### src/rtl/seq_chk_pkg.sv
// Shared types and constants for the sequence self-check monitor.
package seq_chk_pkg;

    typedef enum logic [1:0] {
        IDLE = 2'd0,
        RUN  = 2'd1,
        DONE = 2'd2
    } state_t;

    localparam logic [1:0] MODE_FIB   = 2'd0;
    localparam logic [1:0] MODE_ARITH = 2'd1;
    localparam logic [1:0] MODE_DBL   = 2'd2;

    // Mode 3 is reserved and behaves as Fibonacci.
    function automatic logic [1:0] norm_mode(input logic [1:0] m);
        return ((m == MODE_ARITH) || (m == MODE_DBL)) ? m : MODE_FIB;
    endfunction

endpackage

### src/rtl/seq_gen.sv
// Reference sequence generator: holds the current expected term (exp_a) and
// the auxiliary value exp_b (next Fibonacci term, or the arithmetic step).
module seq_gen
    import seq_chk_pkg::*;
#(
    parameter int DATA_W = 8
) (
    input  logic              clk,
    input  logic              rst,
    input  logic              load,
    input  logic              advance,
    input  logic [1:0]        mode,
    input  logic [DATA_W-1:0] seed0,
    input  logic [DATA_W-1:0] seed1,
    output logic [DATA_W-1:0] exp_a
);

    logic [DATA_W-1:0] exp_b;
    logic [DATA_W-1:0] next_a;
    logic [DATA_W-1:0] next_b;

    // Next-term computation; all arithmetic wraps at DATA_W bits.
    always_comb begin
        next_a = exp_a;
        next_b = exp_b;
        case (mode)
            MODE_ARITH: next_a = exp_a + exp_b;
            MODE_DBL:   next_a = exp_a << 1;
            default: begin
                next_a = exp_b;
                next_b = exp_a + exp_b;
            end
        endcase
    end

    // Term registers: load wins over advance.
    always_ff @(posedge clk) begin
        if (rst) begin
            exp_a <= '0;
            exp_b <= '0;
        end else if (load) begin
            exp_a <= seed0;
            exp_b <= seed1;
        end else if (advance) begin
            exp_a <= next_a;
            exp_b <= next_b;
        end
    end

endmodule

### src/rtl/seq_check_monitor.sv
// Store-snooping self-check monitor. Compares each write at the expected
// address against a generated reference sequence and reports pass/fail,
// with a watchdog that ends the run if matching writes stop arriving.
//
//   state | meaning
//   ------+----------------------------------------------------------
//   IDLE  | after reset, waiting for start
//   RUN   | checking writes, watchdog counting
//   DONE  | all terms seen or watchdog expired; results held
module seq_check_monitor
    import seq_chk_pkg::*;
#(
    parameter int                DATA_W    = 8,
    parameter int                ADDR_W    = 8,
    parameter int                N_CHECK   = 10,
    parameter logic [ADDR_W-1:0] BASE_ADDR = ADDR_W'(8'hFF),
    parameter bit                ADDR_DESC = 1'b1,
    parameter int                TIMEOUT   = 256,
    localparam int               CNT_W     = $clog2(N_CHECK + 1)
) (
    input  logic              clk,
    input  logic              rst,
    input  logic              start,
    input  logic [1:0]        mode,
    input  logic [DATA_W-1:0] seed0,
    input  logic [DATA_W-1:0] seed1,
    input  logic              mem_we,
    input  logic [ADDR_W-1:0] mem_addr,
    input  logic [DATA_W-1:0] mem_wdata,
    output logic              busy,
    output logic              done,
    output logic              pass,
    output logic              timed_out,
    output logic [CNT_W-1:0]  pass_cnt,
    output logic [CNT_W-1:0]  fail_cnt,
    output logic [CNT_W-1:0]  first_fail_idx
);

    localparam int               WD_W     = (TIMEOUT > 1) ? $clog2(TIMEOUT) : 1;
    localparam logic [WD_W-1:0]  WD_LAST  = WD_W'(TIMEOUT - 1);
    localparam logic [CNT_W-1:0] IDX_LAST = CNT_W'(N_CHECK - 1);
    localparam logic [CNT_W-1:0] NO_FAIL  = CNT_W'(N_CHECK);

    state_t            state_q;
    state_t            state_d;
    logic [1:0]        mode_q;
    logic [ADDR_W-1:0] exp_addr;
    logic [CNT_W-1:0]  idx;
    logic [WD_W-1:0]   wd_cnt;
    logic [DATA_W-1:0] exp_a;
    logic              match;
    logic              last_term;
    logic              wd_expire;

    // A write coinciding with start belongs to no run and is dropped.
    assign match     = (state_q == RUN) && mem_we && (mem_addr == exp_addr) && !start;
    assign last_term = (idx == IDX_LAST);
    assign wd_expire = (state_q == RUN) && !start && !match && (wd_cnt == WD_LAST);

    seq_gen #(
        .DATA_W (DATA_W)
    ) u_seq_gen (
        .clk     (clk),
        .rst     (rst),
        .load    (start),
        .advance (match),
        .mode    (mode_q),
        .seed0   (seed0),
        .seed1   (seed1),
        .exp_a   (exp_a)
    );

    // State register.
    always_ff @(posedge clk) begin
        if (rst) begin
            state_q <= IDLE;
        end else begin
            state_q <= state_d;
        end
    end

    // Next-state logic: start re-arms from anywhere; a final matching write
    // takes priority over a coincident watchdog expiry.
    always_comb begin
        state_d = state_q;
        if (start) begin
            state_d = RUN;
        end else begin
            case (state_q)
                RUN: begin
                    if (match && last_term) begin
                        state_d = DONE;
                    end else if (wd_expire) begin
                        state_d = DONE;
                    end
                end
                default: state_d = state_q;
            endcase
        end
    end

    // Address tracker, term index, tallies and watchdog.
    always_ff @(posedge clk) begin
        if (rst) begin
            mode_q         <= MODE_FIB;
            exp_addr       <= BASE_ADDR;
            idx            <= '0;
            pass_cnt       <= '0;
            fail_cnt       <= '0;
            first_fail_idx <= NO_FAIL;
            wd_cnt         <= '0;
            timed_out      <= 1'b0;
        end else if (start) begin
            mode_q         <= norm_mode(mode);
            exp_addr       <= BASE_ADDR;
            idx            <= '0;
            pass_cnt       <= '0;
            fail_cnt       <= '0;
            first_fail_idx <= NO_FAIL;
            wd_cnt         <= '0;
            timed_out      <= 1'b0;
        end else if (state_q == RUN) begin
            if (match) begin
                if (mem_wdata == exp_a) begin
                    pass_cnt <= pass_cnt + 1'b1;
                end else begin
                    fail_cnt <= fail_cnt + 1'b1;
                    if (first_fail_idx == NO_FAIL) begin
                        first_fail_idx <= idx;
                    end
                end
                exp_addr <= ADDR_DESC ? (exp_addr - ADDR_W'(1)) : (exp_addr + ADDR_W'(1));
                idx      <= idx + 1'b1;
                wd_cnt   <= '0;
            end else if (wd_expire) begin
                timed_out <= 1'b1;
            end else begin
                wd_cnt <= wd_cnt + 1'b1;
            end
        end
    end

    // Status outputs decode directly from registered state.
    assign busy = (state_q == RUN);
    assign done = (state_q == DONE);
    assign pass = done && (fail_cnt == '0) && !timed_out;

endmodule

### config.mk
export PLATFORM = sky130hd
export DESIGN_NAME = seq_check_monitor
export DESIGN_NICKNAME = d
export VERILOG_FILES = /design/src/rtl/seq_chk_pkg.sv /design/src/rtl/seq_gen.sv /design/src/rtl/seq_check_monitor.sv
export SDC_FILE = /design/constraint.sdc
export NUM_CORES = 1
export LEC_CHECK = 0
export CAP_MARGIN = 20
export CORE_MARGIN = 5
export CORE_UTILIZATION = 55
export CTS_CLUSTER_SIZE = 40
export DETAILED_ROUTE_END_ITERATION = 10
export PLACE_DENSITY = 0.92
export SYNTH_ARGS = -nofsm -noshare
export SYNTH_HDL_FRONTEND = slang
export SYNTH_HIERARCHICAL = 1
export SYNTH_SLANG_ARGS = --single-unit
### constraint.sdc
create_clock -name clk -period 6.71 [get_ports clk]
set_clock_uncertainty 0.15 [all_clocks]
set_input_delay 0.671 -clock clk [delete_from_list [all_inputs] [get_ports clk]]
set_output_delay 0.671 -clock clk [all_outputs]
set_load 0.1 [all_outputs]
* Word level (Yosys, flattened, before mapping) *
Index checks and enable logic that the tools add are counted.

cells by class
  equality and inequality tests = 13
  add/subtract/negate cells = 6
  bitwise gates (word level) = 2
  multiplexer cells = 13
  reduce and logical (&&, ||, !) cells = 29

operator list
  operator                                                                 number
  8-bit 2-to-1 mux                                                         7
  8-bit equality test                                                      2
  8-bit case mux with 2 select lines                                       1
  4-bit by 1-bit adder with 4-bit output, second input constant            3
  2-bit AND reduction                                                      5
  1-bit logical AND                                                        9
  3-bit AND reduction                                                      3
  8-bit by 1-bit adder with 8-bit output, second input constant            1
  8-bit adder                                                              1
  4-bit equality test, second input constant                               2
  8-bit equality test, second input constant                               1
  8-bit by 1-bit subtractor with 8-bit output, second input constant       1
  2-bit by 1-bit equality test with 1-bit output, second input constant    3
  2-bit equality test, second input constant                               3
  2-bit 2-to-1 mux                                                         3
  2-bit nonzero test                                                       3
  4-bit logical NOT                                                        1
  4-bit AND reduction                                                      1
  2-bit OR reduction                                                       2
  1-bit logical NOT                                                        3
  3-bit nonzero test                                                       1
  1-bit 2-to-1 mux                                                         2
  2-bit by 1-bit inequality test with 1-bit output, second input constant  1
  2-bit inequality test, second input constant                             1
  2 further kinds                                                          3

word-level totals
  output and inout port bits = 16
  bits of input ports = 38
  word-level logic and storage cells = 75
  register bits after elaboration = 53

* Longest topological paths before layout *
  word-level depth = 11
  depth in mapped cells = 13
  gate-level depth less buffers = 10

* By module *
The synthesis kept the hierarchy.

by module, submodules not included
  module             cells an instance  seq. area each (sq um)  area an instance (sq um)  times used
  seq_check_monitor  226                740.7                   1926.8                    1
  seq_gen            160                320.3                   1206.2                    1

* Worst setup path before layout *
Ideal clock, no wire load.

  path kind = reg-to-output
  from = register state_q[1]
  to = output pass
  path slack = 3.145 ns
  arrival = 2.744 ns
  stages on the path, launching flop included = 3
  data required time = 5.889 ns
  buffers on the path = 0
  cells stage by stage = dfxtp_1 -> nor2b_1 -> and4b_1

between the ends
  word-level cells in the longest chain between the ends = 3

ends and longest elaborated chain
  element                         line                      source
  start: declaration              seq_check_monitor.sv:44   state_t state_q;
  start signal: assignment        seq_check_monitor.sv:78   state_q <= state_d;
  2-bit equality test             seq_check_monitor.sv:145  assign done = (state_q == DONE);
  named net done                  seq_check_monitor.sv:31   output logic done,
  1-bit logical AND (2 in a row)  seq_check_monitor.sv:146  assign pass = done && (fail_cnt == '0) && !timed_out;
  end: declaration                seq_check_monitor.sv:32   output logic pass,

The timed path passes the listed nets, and every way through them passes these cells.

* Worst setup path after layout *
  from = input start
  to = register u_seq_gen.exp_b[7]

between the ends
  word-level cells in the longest chain between the ends = 4
  elaborated cells on any way between the ends = 6
  classes of those cells = 1 x eq/ne; 1 x mux; 4 x reduce/logical

ends and longest elaborated chain
  element                        line                     source
  start: declaration             seq_check_monitor.sv:23  input logic start,
  1-bit logical NOT              seq_check_monitor.sv:56  assign match = (state_q == RUN) && mem_we && (mem_addr == exp_addr) && !start;
  1-bit logical AND              seq_check_monitor.sv:56
  2-bit nonzero test (no line)   --
  2-bit AND reduction (no line)  --
  end signal: assignment         seq_gen.sv:46            exp_b <= next_b;
  end: declaration               seq_gen.sv:18            logic [DATA_W-1:0] exp_b;

Several ways; a longest one is shown, not always the timed one.
A chain may end at the register's enable or synchronous reset.

==> flow_metrics.py <==
metrics = {
    "worst_setup_path": {
        "end_kind": "register",
        "path_class": "in2reg",
        "ff2ff_path_depth": 8,
        "startpoint": "start",
        "cp-start-kind": "primary input",
        "r2r_start": "exp_addr[0]$_SDFFE_PP1P_",
        "path_max_fanout": 30,
        "critPathRequiredTime_ps": 6820,
        "worstPathArrival_ps": 4400,
    },
    "grt": {
        "use_met1_pct": 24.72,
        "grt_pass1_wl_um": 12500,
        "use_met3_pct": 3.398,
        "grt_util_all_layers_pct": 20.53,
        "grt-busiest-layer": "met2",
        "grt_max_degree": 31,
        "overflow": 0,
        "antenna_found_initial": 0,
        "grt_pass1_vias": 2786,
        "grt_util_met2_pct": 37.22,
    },
    "die": {
        "rows": 27,
        "die_w_um": 85.48,
        "die_h_um": 85.48,
        "ios": 54,
        "initial_core_util_pct": 56.90,
        "die-area_um2": 7306,
        "coreArea_um2": 5507,
    },
    "synthesis": {
        "yosysUniqueCellTypes": 59,
        "syn_area_um2": 3133,
        "ys_warn_count": 6,
        "avgSynthCellArea_um2": 8.117,
        "ys_ff_latch": 53,
        "synth.net_count": 441,
        "seq_area_frac_synth_pct": 33.87,
        "synth_edf_count": 0,
        "syn-instance-count": 386,
        "synth_top_flop_cell": "dfxtp_1",
        "postSynth.asyncResetShare_pct": 0,
    },
    "run_status": {
        "outcome": "finished, final reports clean",
    },
    "sta": {
        "relSlewSlack_pct": 30.09,
        "rsz0062_at_grt": "false",
        "finalCriticalPeriod_ps": 4287,
        "period_share_pct": 63.89,
        "final-setup-viol-count": 0,
        "hold_viol": 0,
        "fmax_mhz": 233.3,
        "setup_tns_ps": 0,
        "worst_hold_slack_ps": 321.1,
        "slew_viol_final": 0,
        "tightest_slew_ps": 1045,
    },
    "clock_tree": {
        "cts_tree": "built",
        "clk_latency_ps": 310,
        "root_buffer": "clkbuf_8",
        "post_cts_buffers": 0,
        "holdBufCountCts": 0,
        "ctsResizeCount": 0,
        "cts.sinks": 53,
        "h-tree-depth": 2,
        "cts_buffers": 5,
        "cts_max_path_buffers": 2,
        "clk_pin_slew_ps": 100,
    },
    "worst_hold_path": {
        "min_from": "idx[3]$_SDFFE_PP0P_",
        "min_path_type": "reg2reg",
        "hold_depth": 2,
    },
    "final_layout": {
        "nNetsFinal": 484,
        "antenna_cells": 0,
        "drive_gt1_share_pct": 3.721,
        "syn2layout_area_growth_pct": 20.85,
        "mostFrequentLayoutCells": "dfxtp_1 (53), clkdlybuf4s50_1 (53), nor2_1 (40), a21oi_1 (39), nand2_1 (25)",
    },
    "placement": {
        "hpwl_um": 5682,
        "portBuffers": 53,
        "gp_congestion": 0.8716,
    },
    "routing": {
        "dr.pass1.iters": 5,
        "routed_wl_um": 7741,
        "drc": 0,
        "wl_per_cell_um": 15.42,
        "vias": 3057,
        "drt_iter0_drc": 325,
        "ant_nets": 0,
        "via_per_inst": 6.090,
    },
    "pwr": {
        "power.density_nw_per_um2": 170.7,
        "p_leak_nw": 1.406,
        "peakVddDrop_uv": 104.2,
    },
    "flow_run": {
        "maxCapViolCount": 0,
    },
}
[layer usage]
metal  wire [µm]  vias to the layer above
met1        3244                     1425
met3         506                       18
li1            -                     1493
met4         143                        0
met2        3846                      121
met5           0                        -
[registers in the layout, indices dropped and copies added, names as in the netlist]
register	flops
exp_addr	8
u_seq_gen/exp_a	8
u_seq_gen/exp_b	8
wd_cnt	8
fail_cnt	4
first_fail_idx	4
idx	4
pass_cnt	4
mode_q	2
state_q	2
timed_out	1
[stage by stage]
step	setup WS, ps	util [%]	cell area, µm²	cells	power [mW]
floorplan	3145	-	3133	386	0.3892
detailed placement	2192	66.67	3671	494	0.4269
global route	2061	68.76	3786	502	0.6666
finish	2423	68.76	3786	502	0.6462
CTS	2506	68.76	3786	502	0.6455
global placement	2378	66.67	3671	494	0.4238
[report_power, final]
group | switching [mW] | leakage (nW) | internal, mW
clock network | 0.113 | 0.0543 | 0.112
registers | 0.00864 | 0.431 | 0.322
logic | 0.0478 | 0.920 | 0.0437
total | 0.169 | 1.41 | 0.477
[critical path, stage by stage]
cell,delay (ps)
clkdlybuf4s50_1,900
inv_1,310
and4_1,380
nand3_2,360
inv_1,780
and2b_1,340
nand2_1,190
nor4_1,320
a211o_1,140
[logic make-up after synthesis]
| kind of cell | after synthesis | share of synthesized area, % |
|---|---|---|
| xor gates and xnor gates | 26 | 7.268 |
| adders and majority gates | 17 | 7.029 |
| and+or+nand+nor | 155 | 27.08 |
| muxes | 3 | 0.9585 |
| buffers and inverters | 36 | 4.912 |
| AOI/OAI and AO/OA | 96 | 18.89 |
| DFF | 53 | 33.87 |
[cell usage after synthesis, types with 4 or more instances]
library cell | instances | area share (%)
dfxtp_1 | 53 | 34
nor2_1 | 40 | 4.8
a21oi_1 | 39 | 6.2
nand2_1 | 25 | 3.0
nand3_1 | 22 | 3.5
xor2_1 | 22 | 6.2
o21ai_0 | 21 | 3.4
inv_1 | 18 | 2.2
ha_1 | 16 | 6.4
nor3_1 | 12 | 1.9
clkbuf_1 | 8 | 0.96
nand4_1 | 8 | 1.6
o31ai_1 | 7 | 1.7
or3_1 | 7 | 1.4
nor4_1 | 6 | 1.2
or4_1 | 6 | 1.4
a211oi_1 | 5 | 1.2
and4_1 | 5 | 1.4
buf_2 | 5 | 0.80
nand3b_1 | 4 | 0.96
xnor2_1 | 4 | 1.1
[path summary, 6_finish.rpt]
check	end	slack, ps
max	u_seq_gen/exp_b[7]$_SDFFE_PP0P_	2420
min	first_fail_idx[3]$_SDFFE_PP1P_	320
max reg2reg	u_seq_gen/exp_b[7]$_SDFFE_PP0P_	3250
min reg2reg	first_fail_idx[3]$_SDFFE_PP1P_	320
[cell type report]
type	count	area (µm²)
flip-flops and latches	53	1061
well taps	72	90.09
fillers	426	1720
clock inverters	3	46.29
clock buffers	5	68.82
inverters	19	71.32
repair buffers	53	530.5
multi-input cells	297	1918
No activity file was read; power rests on OpenSTA's default activity.
